### src/rtl/bpm_pkg.sv
// rtl/bpm_pkg.sv - shared pulse-count width, state encoding and saturating increment
//
// Shared by pulse_window_counter and the downstream BPM monitor.
//   COUNT_W   : width of the per-window pulse count
//   COUNT_MAX : saturation ceiling of the pulse count
//   state_e   : window FSM states
//   sat_inc   : add one when requested, sticking at COUNT_MAX instead of wrapping

package bpm_pkg;

    localparam int unsigned        COUNT_W   = 8;
    localparam logic [COUNT_W-1:0] COUNT_MAX = 8'd255;

    typedef enum logic {
        IDLE  = 1'b0,
        COUNT = 1'b1
    } state_e;

    function automatic logic [COUNT_W-1:0] sat_inc(
        input logic [COUNT_W-1:0] value,
        input logic               inc
    );
        logic [COUNT_W-1:0] result;
        result = value;
        if (inc && (value != COUNT_MAX)) begin
            result = value + COUNT_W'(1);
        end
        return result;
    endfunction

endpackage

### src/rtl/pulse_sync_edge.sv
// rtl/pulse_sync_edge.sv - 2-FF synchroniser plus rising-edge detector for the sensor pulse
//
// Ports:
//   clk    : system clock
//   reset  : asynchronous active-low reset, clears all flops
//   din    : raw input, asynchronous to clk
//   edge_o : one-cycle high on each 0->1 transition of the synchronised input

module pulse_sync_edge (
    input  logic clk,
    input  logic reset,
    input  logic din,
    output logic edge_o
);

    logic meta_q;
    logic sync_q;
    logic prev_q;

    always_ff @(posedge clk or negedge reset) begin
        if (!reset) begin
            meta_q <= 1'b0;
            sync_q <= 1'b0;
            prev_q <= 1'b0;
        end else begin
            meta_q <= din;
            sync_q <= meta_q;
            prev_q <= sync_q;
        end
    end

    // Combinational so the edge is visible two clock edges after a well-timed input rise.
    assign edge_o = sync_q & ~prev_q;

endmodule

### src/rtl/pulse_window_counter.sv
// rtl/pulse_window_counter.sv - counts sensor pulses over fixed back-to-back windows
//
// Optional feature macro: PULSE_REFRACTORY_EN (refractory lockout after each counted edge).
//
// Parameters:
//   WINDOW_CYCLES     : clock cycles per measurement window (>= 2)
//   REFRACTORY_CYCLES : lockout cycles after a counted edge (refractory build only)
// Ports:
//   clk           : system clock
//   reset         : asynchronous active-low reset
//   enable        : high runs windows back to back, low idles with timer/acc held at 0
//   pulse_in      : raw sensor pulse, asynchronous to clk
//   pulse_count   : saturated count of the last completed window
//   count_valid   : one-cycle strobe when pulse_count updates
//   overflow      : last completed window saturated
//   window_active : high while counting

module pulse_window_counter
    import bpm_pkg::*;
#(
    parameter int unsigned WINDOW_CYCLES     = 10000,
    parameter int unsigned REFRACTORY_CYCLES = 300
) (
    input  logic               clk,
    input  logic               reset,
    input  logic               enable,
    input  logic               pulse_in,
    output logic [COUNT_W-1:0] pulse_count,
    output logic               count_valid,
    output logic               overflow,
    output logic               window_active
);

    localparam int unsigned        TIMER_W    = (WINDOW_CYCLES > 1) ? $clog2(WINDOW_CYCLES) : 1;
    localparam logic [TIMER_W-1:0] TIMER_LAST = TIMER_W'(WINDOW_CYCLES - 1);

    state_e             state_q;
    logic [TIMER_W-1:0] timer_q;
    logic [COUNT_W-1:0] acc_q;
    logic [COUNT_W-1:0] acc_d;
    logic               sat_q;
    logic               sat_d;
    logic [COUNT_W-1:0] pulse_count_q;
    logic               count_valid_q;
    logic               overflow_q;
    logic               window_active_q;

    logic               edge_det;
    logic               count_edge;
    logic               window_last;

    pulse_sync_edge u_sync_edge (
        .clk    (clk),
        .reset  (reset),
        .din    (pulse_in),
        .edge_o (edge_det)
    );

`ifdef PULSE_REFRACTORY_EN
    localparam int unsigned REFR_W = (REFRACTORY_CYCLES > 0) ? $clog2(REFRACTORY_CYCLES + 1) : 1;

    logic [REFR_W-1:0] refr_q;
    logic [REFR_W-1:0] refr_d;

    // Edges are dropped while the lockout counter is still running.
    assign count_edge = edge_det && (refr_q == '0);

    // The lockout only runs while windows are being counted; it spans window
    // boundaries but is cleared whenever the block drops back to IDLE.
    always_comb begin
        refr_d = refr_q;
        if ((state_q != COUNT) || !enable) begin
            refr_d = '0;
        end else if (count_edge) begin
            refr_d = REFR_W'(REFRACTORY_CYCLES);
        end else if (refr_q != '0) begin
            refr_d = refr_q - REFR_W'(1);
        end
    end

    always_ff @(posedge clk or negedge reset) begin
        if (!reset) begin
            refr_q <= '0;
        end else begin
            refr_q <= refr_d;
        end
    end
`else
    logic unused_refr_cfg;

    assign count_edge      = edge_det;
    assign unused_refr_cfg = ^REFRACTORY_CYCLES;
`endif

    // Accumulator and saturation flag including this cycle's edge; on the closing
    // cycle these are what get published, so a last-cycle edge lands in the old window.
    assign acc_d       = sat_inc(acc_q, count_edge);
    assign sat_d       = sat_q | (count_edge & (acc_q == COUNT_MAX));
    assign window_last = (timer_q == TIMER_LAST);

    always_ff @(posedge clk or negedge reset) begin
        if (!reset) begin
            state_q         <= IDLE;
            timer_q         <= '0;
            acc_q           <= '0;
            sat_q           <= 1'b0;
            pulse_count_q   <= '0;
            count_valid_q   <= 1'b0;
            overflow_q      <= 1'b0;
            window_active_q <= 1'b0;
        end else begin
            count_valid_q <= 1'b0;
            case (state_q)
                IDLE: begin
                    timer_q <= '0;
                    acc_q   <= '0;
                    sat_q   <= 1'b0;
                    if (enable) begin
                        state_q         <= COUNT;
                        window_active_q <= 1'b1;
                    end
                end
                COUNT: begin
                    if (!enable) begin
                        // Abort: partial window discarded, published results untouched.
                        state_q         <= IDLE;
                        window_active_q <= 1'b0;
                        timer_q         <= '0;
                        acc_q           <= '0;
                        sat_q           <= 1'b0;
                    end else if (window_last) begin
                        // Publish and restart immediately so windows abut with no gap.
                        pulse_count_q <= acc_d;
                        overflow_q    <= sat_d;
                        count_valid_q <= 1'b1;
                        timer_q       <= '0;
                        acc_q         <= '0;
                        sat_q         <= 1'b0;
                    end else begin
                        timer_q <= timer_q + TIMER_W'(1);
                        acc_q   <= acc_d;
                        sat_q   <= sat_d;
                    end
                end
                default: begin
                    state_q         <= IDLE;
                    window_active_q <= 1'b0;
                end
            endcase
        end
    end

    assign pulse_count   = pulse_count_q;
    assign count_valid   = count_valid_q;
    assign overflow      = overflow_q;
    assign window_active = window_active_q;

endmodule

### config.mk
export PLATFORM = sky130hd
export DESIGN_NAME = pulse_window_counter
export DESIGN_NICKNAME = d
export VERILOG_FILES = /design/src/rtl/bpm_pkg.sv /design/src/rtl/pulse_sync_edge.sv /design/src/rtl/pulse_window_counter.sv
export SDC_FILE = /design/constraint.sdc
export NUM_CORES = 1
export LEC_CHECK = 0
export ABC_AREA = 1
export CORE_UTILIZATION = 45
export DETAILED_ROUTE_END_ITERATION = 6
export PLACE_DENSITY = 0.65
export SETUP_SLACK_MARGIN = 0.2
export SLEW_MARGIN = 15
export SYNTH_ARGS = -nofsm -noshare
export SYNTH_HDL_FRONTEND = slang
export SYNTH_SLANG_ARGS = --single-unit
### constraint.sdc
create_clock -name clk -period 1.4 [get_ports clk]
set_input_delay 0.35 -clock clk [delete_from_list [all_inputs] [get_ports clk]]
set_output_delay 0.35 -clock clk [all_outputs]
set_load 0.1 [all_outputs]
Word-level counts from Yosys, hierarchy flattened
Index checks and enable logic that the tools add are counted.
{ "word_totals": {"register_bits": 38, "out_inout_bits": 11} }
{ "op_classes": {"n_reduce_logical": 3, "addsub": 2, "mux": 17, "n_eq_ne": 5, "bitwise": 5} }
{ "ops": {"columns": ["op", "count"], "rows": [
  ["$mux 14", 2],
  ["$pmux 14 s2", 1],
  ["$mux 8", 3],
  ["$pmux 8 s2", 1],
  ["$add 14x1->14 const B", 1],
  ["$eq 14x14->1 const B", 1],
  ["$add 8x1->8 const B", 1],
  ["$eq 8x8->1 const B", 1],
  ["$mux 1", 8],
  ["$ne 8x8->1 const B", 1],
  ["$ne 2x2->1 const B", 2],
  ["$pmux 1 s2", 2],
  ["$reduce_and 3->1", 1],
  ["$and 1x1->1", 2],
  ["$not 1->1", 2],
  ["$reduce_and 2->1", 1],
  ["$logic_and 1x1->1", 1],
  ["$or 1x1->1", 1]
]} }

Logic depth before layout (Yosys ltp)
{ "logic_depth": {"ltp_word": 7, "ltp_mapped": 9, "mapped_depth_nobuf": 9} }

Cells and area by module
A second synthesis with hierarchy kept.
{ "hier_totals": {"hier_cells": 236, "hier_area_um2": 1899.3} }
{ "by_module_without_submodules": {"columns": ["module", "n_inst", "seq_area_each_um2", "cells_per_inst", "area_each_um2"], "rows": [
  ["pulse_window_counter", 1, 875.8, 231, 1814.2],
  ["pulse_sync_edge", 1, 75.1, 5, 85.1]
]} }

Least setup slack after synthesis
Ideal clock, no wire load.
{ "synth_timing": {"path_type": "flip-flop to flip-flop", "startpoint": "reg timer_q[0]", "endpoint": "reg timer_q[13]", "setup_time_ns": 0.071, "period_less_slack_ns": 1.374, "stages_incl_launch_ff": 10, "arrival_ns": 1.302, "t_required_ns": 1.329, "slack_ns": 0.026, "path_cell_list": "dfrtp_1 ha_1 nand3_2 clkinv_1 nand2_2 nor2_4 nor2_4 buf_6 nand2_1 nor2_1"} }
{ "synth_via": {"elab_chain_cells": 4, "elab_cells_between_ends": 5, "classes_between": "add/sub: 1; eq/ne: 1; mux: 3"} }
{ "synth_rtl": {"columns": ["item", "line", "source"], "rows": [
  ["start: declaration", "pulse_window_counter.sv:38", "logic [TIMER_W-1:0] timer_q;"],
  ["start signal: assignment", "pulse_window_counter.sv:140", "timer_q <= timer_q + TIMER_W'(1);"],
  ["$add 14x1->14 or $eq 14x14->1 (tied branches)", "pulse_window_counter.sv:140, pulse_window_counter.sv:99", null],
  ["$mux 14 *", "pulse_window_counter.sv:131", "end else if (window_last) begin"],
  ["$mux 14 *", "pulse_window_counter.sv:124", "if (!enable) begin"],
  ["$pmux 14 s2 *", "pulse_window_counter.sv:113", "case (state_q)"]
]} }
Every way passes the cells marked *; elsewhere a longest branch is shown, timed or not.
A chain may end at the register's enable or synchronous reset.

Worst setup path in the final report
{ "layout_timing": {"startpoint": "in enable", "endpoint": "reg pulse_count_q[5] (netlist: pulse_count[5])"} }
{ "layout_via": {"elab_chain_cells": 1} }
{ "layout_rtl": {"columns": ["item", "line", "source"], "rows": [
  ["start: declaration", "pulse_window_counter.sv:26", "input logic enable,"],
  ["$reduce_and 3->1 (no line)", null, null],
  ["end signal: assignment", "pulse_window_counter.sv:107", "pulse_count_q <= '0;"],
  ["end signal: assignment", "pulse_window_counter.sv:133", "pulse_count_q <= acc_d;"],
  ["end: declaration", "pulse_window_counter.sv:43", "logic [COUNT_W-1:0] pulse_count_q;"]
]} }
Every way passes these cells.

==> run metrics <==
RSZ-0062 raised after global routing yes; register area share after synthesis 49.1%; Setup Skew 0.00473 ns; top_reg_cell synth dfrtp_1; Static Leak 1.31 nW; drt wl/cell 13.2 um; I/O pins 15; hold_buf cts 0; Clock power frac 46.5%; cell accounting for the most synthesized area dfrtp_1; Final Setup Violations 1; Worst Path Max Fanout 7; clk buf depth 2; nets 299; Seq pwr share 45.8%; worst IR drop on VDD 0.000778 V; # Max-Cap Violations 0; worst slew pin tran 0.273 ns; Comb pwr share 7.7%; Placer Congestion 0.779; CP cell instances clkdlybuf4s50_1, ha_2, inv_1, nor2_4, nand3_2, nand2_1; Mean Syn Cell Area 8.04 um2; row cnt 23; Final period util 100%; number of synthesized flops with an enable pin 0; failing checks setup timing; Crit path max-delay family buffers and inverters; syn nets 249; Critical Path Sink Type register; CTS HTree Levels 2; fin. max-slew vios 0; outcome finished, violations left; Place WS -0.142 ns; Layout area overhead 50.3%; DIE AREA 4570 um2; DIE HEIGHT 67.6 um; final hold vios 0; DP HPWL 2.81 mm; Non-Filler Instances 342; root buffer cell clkbuf_8; CORE AREA 4060 um2; CP Launch Type primary input; DRT iter0 DRCs 64; Residual DRC 0; FF-to-FF setup slack -0.003 ns; Congestion Overflow GR 0; Port Buffers 14; clock-pin transition on the worst setup and hold timing paths 0.08 ns; data required time at the worst endpoint 1.63 ns; Yosys reg bits 38; HP Class in -> async; Tmin final 1.40 ns; vias 1,653; number of global-route vias before repair 1,477; relative slew slack 81.7%; switching power share of the total 20.9%; router iterations before antenna repair 4; detailed-route wire length 4.50 mm; initial core utilization 47.7%; crit-path max cell delay 0.51 ns; Final WS setup -0.00315 ns; Synth Instances 241; detailed-route vias per instance 4.83; pwr/cell area 843 nW/um2; Yosys cell types 25; Sink Count 38; total CTS buffers 5; Routed Antenna Nets 0; sw power 0.514 mW; Die X 67.6 um; Ant. Diodes 0; initial antenna violation count 0; CP bufs+invs 2; synth warn 0; top cells by area, synth dfrtp_1 49%, nand2_1 15%, nor2_1 7.6%, inv_1 4.1%, nand3_1 3.9%; Clk Latency, worst-skew pair 0.29 ns; Worst EP arrival 1.63 ns; FFs w/ async S/R, synth 100%; gr usage total 19.4%; share of cells above drive strength 1 47.6%; dpl cells 317; TritonCTS clock tree done; critical path's slowest cell clkdlybuf4s50_1; Synth top area share 49.1%; Fmax 713 MHz; internal power 1.94 mW; Syn Std Cell Area 1940 um2; largest net degree at the start of global routing 39; first-pass GRT wire length 6.49 mm; WS Path Type in -> reg
==> Yosys cell counts, types with 3 or more instances <==
library cell,count
o21ai_0,3
nand2_1,76
inv_1,21
nand3_1,15
nor3_1,3
nand2_2,4
dfrtp_1,38
nand4_1,5
and2_1,6
nor2_1,39
ha_1,4
inv_2,3
nor2_4,5
==> what timing repair did <==
| item | CTS | global route |
|---|---|---|
| buffers inserted | 4 | 10 |
| gates cloned | 1 | 2 |
| setup endpoints to repair | 43 | 43 |
| resized for setup | 21 | 54 |
| pin swaps | 23 | 17 |
==> cells by family (layout without fill, tap and decap cells) <==
family          count (synthesis)  count (layout)  synth area share, %
compound gates                  8               8                 2.58
xor+xnor                        4               4                 1.81
fa+ha+maj                       4               4                 2.58
buf+inv                        27              76                 6.01
flops                          38              38                 49.1
simple gates                  160             162                 37.9
==> state kept, by name, indices dropped and copies added (netlist names) <==
signal,count
timer_q,14
acc_q,8
pulse_count,8
count_valid,1
overflow,1
sat_q,1
state_q,1
u_sync_edge.meta_q,1
u_sync_edge.prev_q,1
u_sync_edge.sync_q,1
window_active,1
==> power groups by stage <==
stage	Combinational [mW]	Clock (mW)	Sequential, mW
2_1_floorplan	0.0419	0	1.17
5_1_grt	0.203	1.20	1.13
4_1_cts	0.163	1.17	1.12
6_report	0.189	1.14	1.12
3_5_place_dp	0.154	0	1.14
3_3_place_gp	0.152	0	1.14
==> final timing paths <==
path                                          from                 end  depth (start not counted)
min in group clk                u_sync_edge.meta_q  u_sync_edge.sync_q                          0
max in group asynchronous                    reset            overflow                          2
worst max register to register         timer_q[12]      pulse_count[6]                          9
worst min register to register  u_sync_edge.meta_q  u_sync_edge.sync_q                          0
worst min-delay path                         reset            acc_q[0]                          2
worst max-delay path                        enable      pulse_count[5]                          6
==> cell type report <==
type,instances,area [um2]
fill,327,1150
multi-input combinational,178,1120
sequential,38,965
timing repair buffer,42,504
inverter,25,109
clock buffer,6,82.6
tap,50,62.6
clock inverter,2,60.1
timing repair inverter,1,11.3
==> metrics by stage <==
| stage | area, um2 | util, % | total power [mW] | setup TNS (ns) | hold WS [ns] |
|---|---|---|---|---|---|
| 3_5_place_dp | 2390 | 59.0 | 1.30 | -2.59 | 0.333 |
| 4_1_cts | 2630 | 64.9 | 2.45 | 0 | 0.0202 |
| 5_1_grt | 2910 | 71.8 | 2.53 | -1.08 | 0.0220 |
| 2_1_floorplan | 1980 | - | 1.22 | 0 | 0.0544 |
| 6_report | 2910 | 71.8 | 2.46 | -0.00315 | 0.0162 |
| 3_3_place_gp | 2390 | 59.0 | 1.30 | -1.71 | 0.329 |
==> metal layers <==
metal / global-route usage [%] / share of wire, % / wire length, um / up-vias
met4: 6.91 / 1.6 / 70 / 0
met3: 4.22 / 1.9 / 85 / 9
met1: 22.1 / 43 / 1960 / 787
li1: - / - / - / 847
met2: 35.3 / 53 / 2390 / 10
met5: 0 / 0 / 0 / -
==> cells in the final DEF (no fill, tap or decap), types with 9 or more instances in the layout <==
| cell | instances |
|---|---|
| nand2_2 | 26 |
| dfrtp_1 | 27 |
| inv_1 | 18 |
| dfrtp_2 | 11 |
| nor2_1 | 25 |
| nand3_1 | 12 |
| nor2_4 | 12 |
| nor2_2 | 9 |
| buf_4 | 22 |
| nand2_1 | 52 |
| buf_12 | 14 |
==> worst reg2reg max path, stage by stage, from the launching register on <==
cell and delay (ns):
dfrtp_1 0.40, inv_2 0.08, nand2_1 0.10, nor2_2 0.15, nand2_4 0.07, nor2_4 0.14
buf_12 0.14, nand2_8 0.07, nand2_2 0.07, o21ai_1 0.06
(Power assumes the default switching activity.)
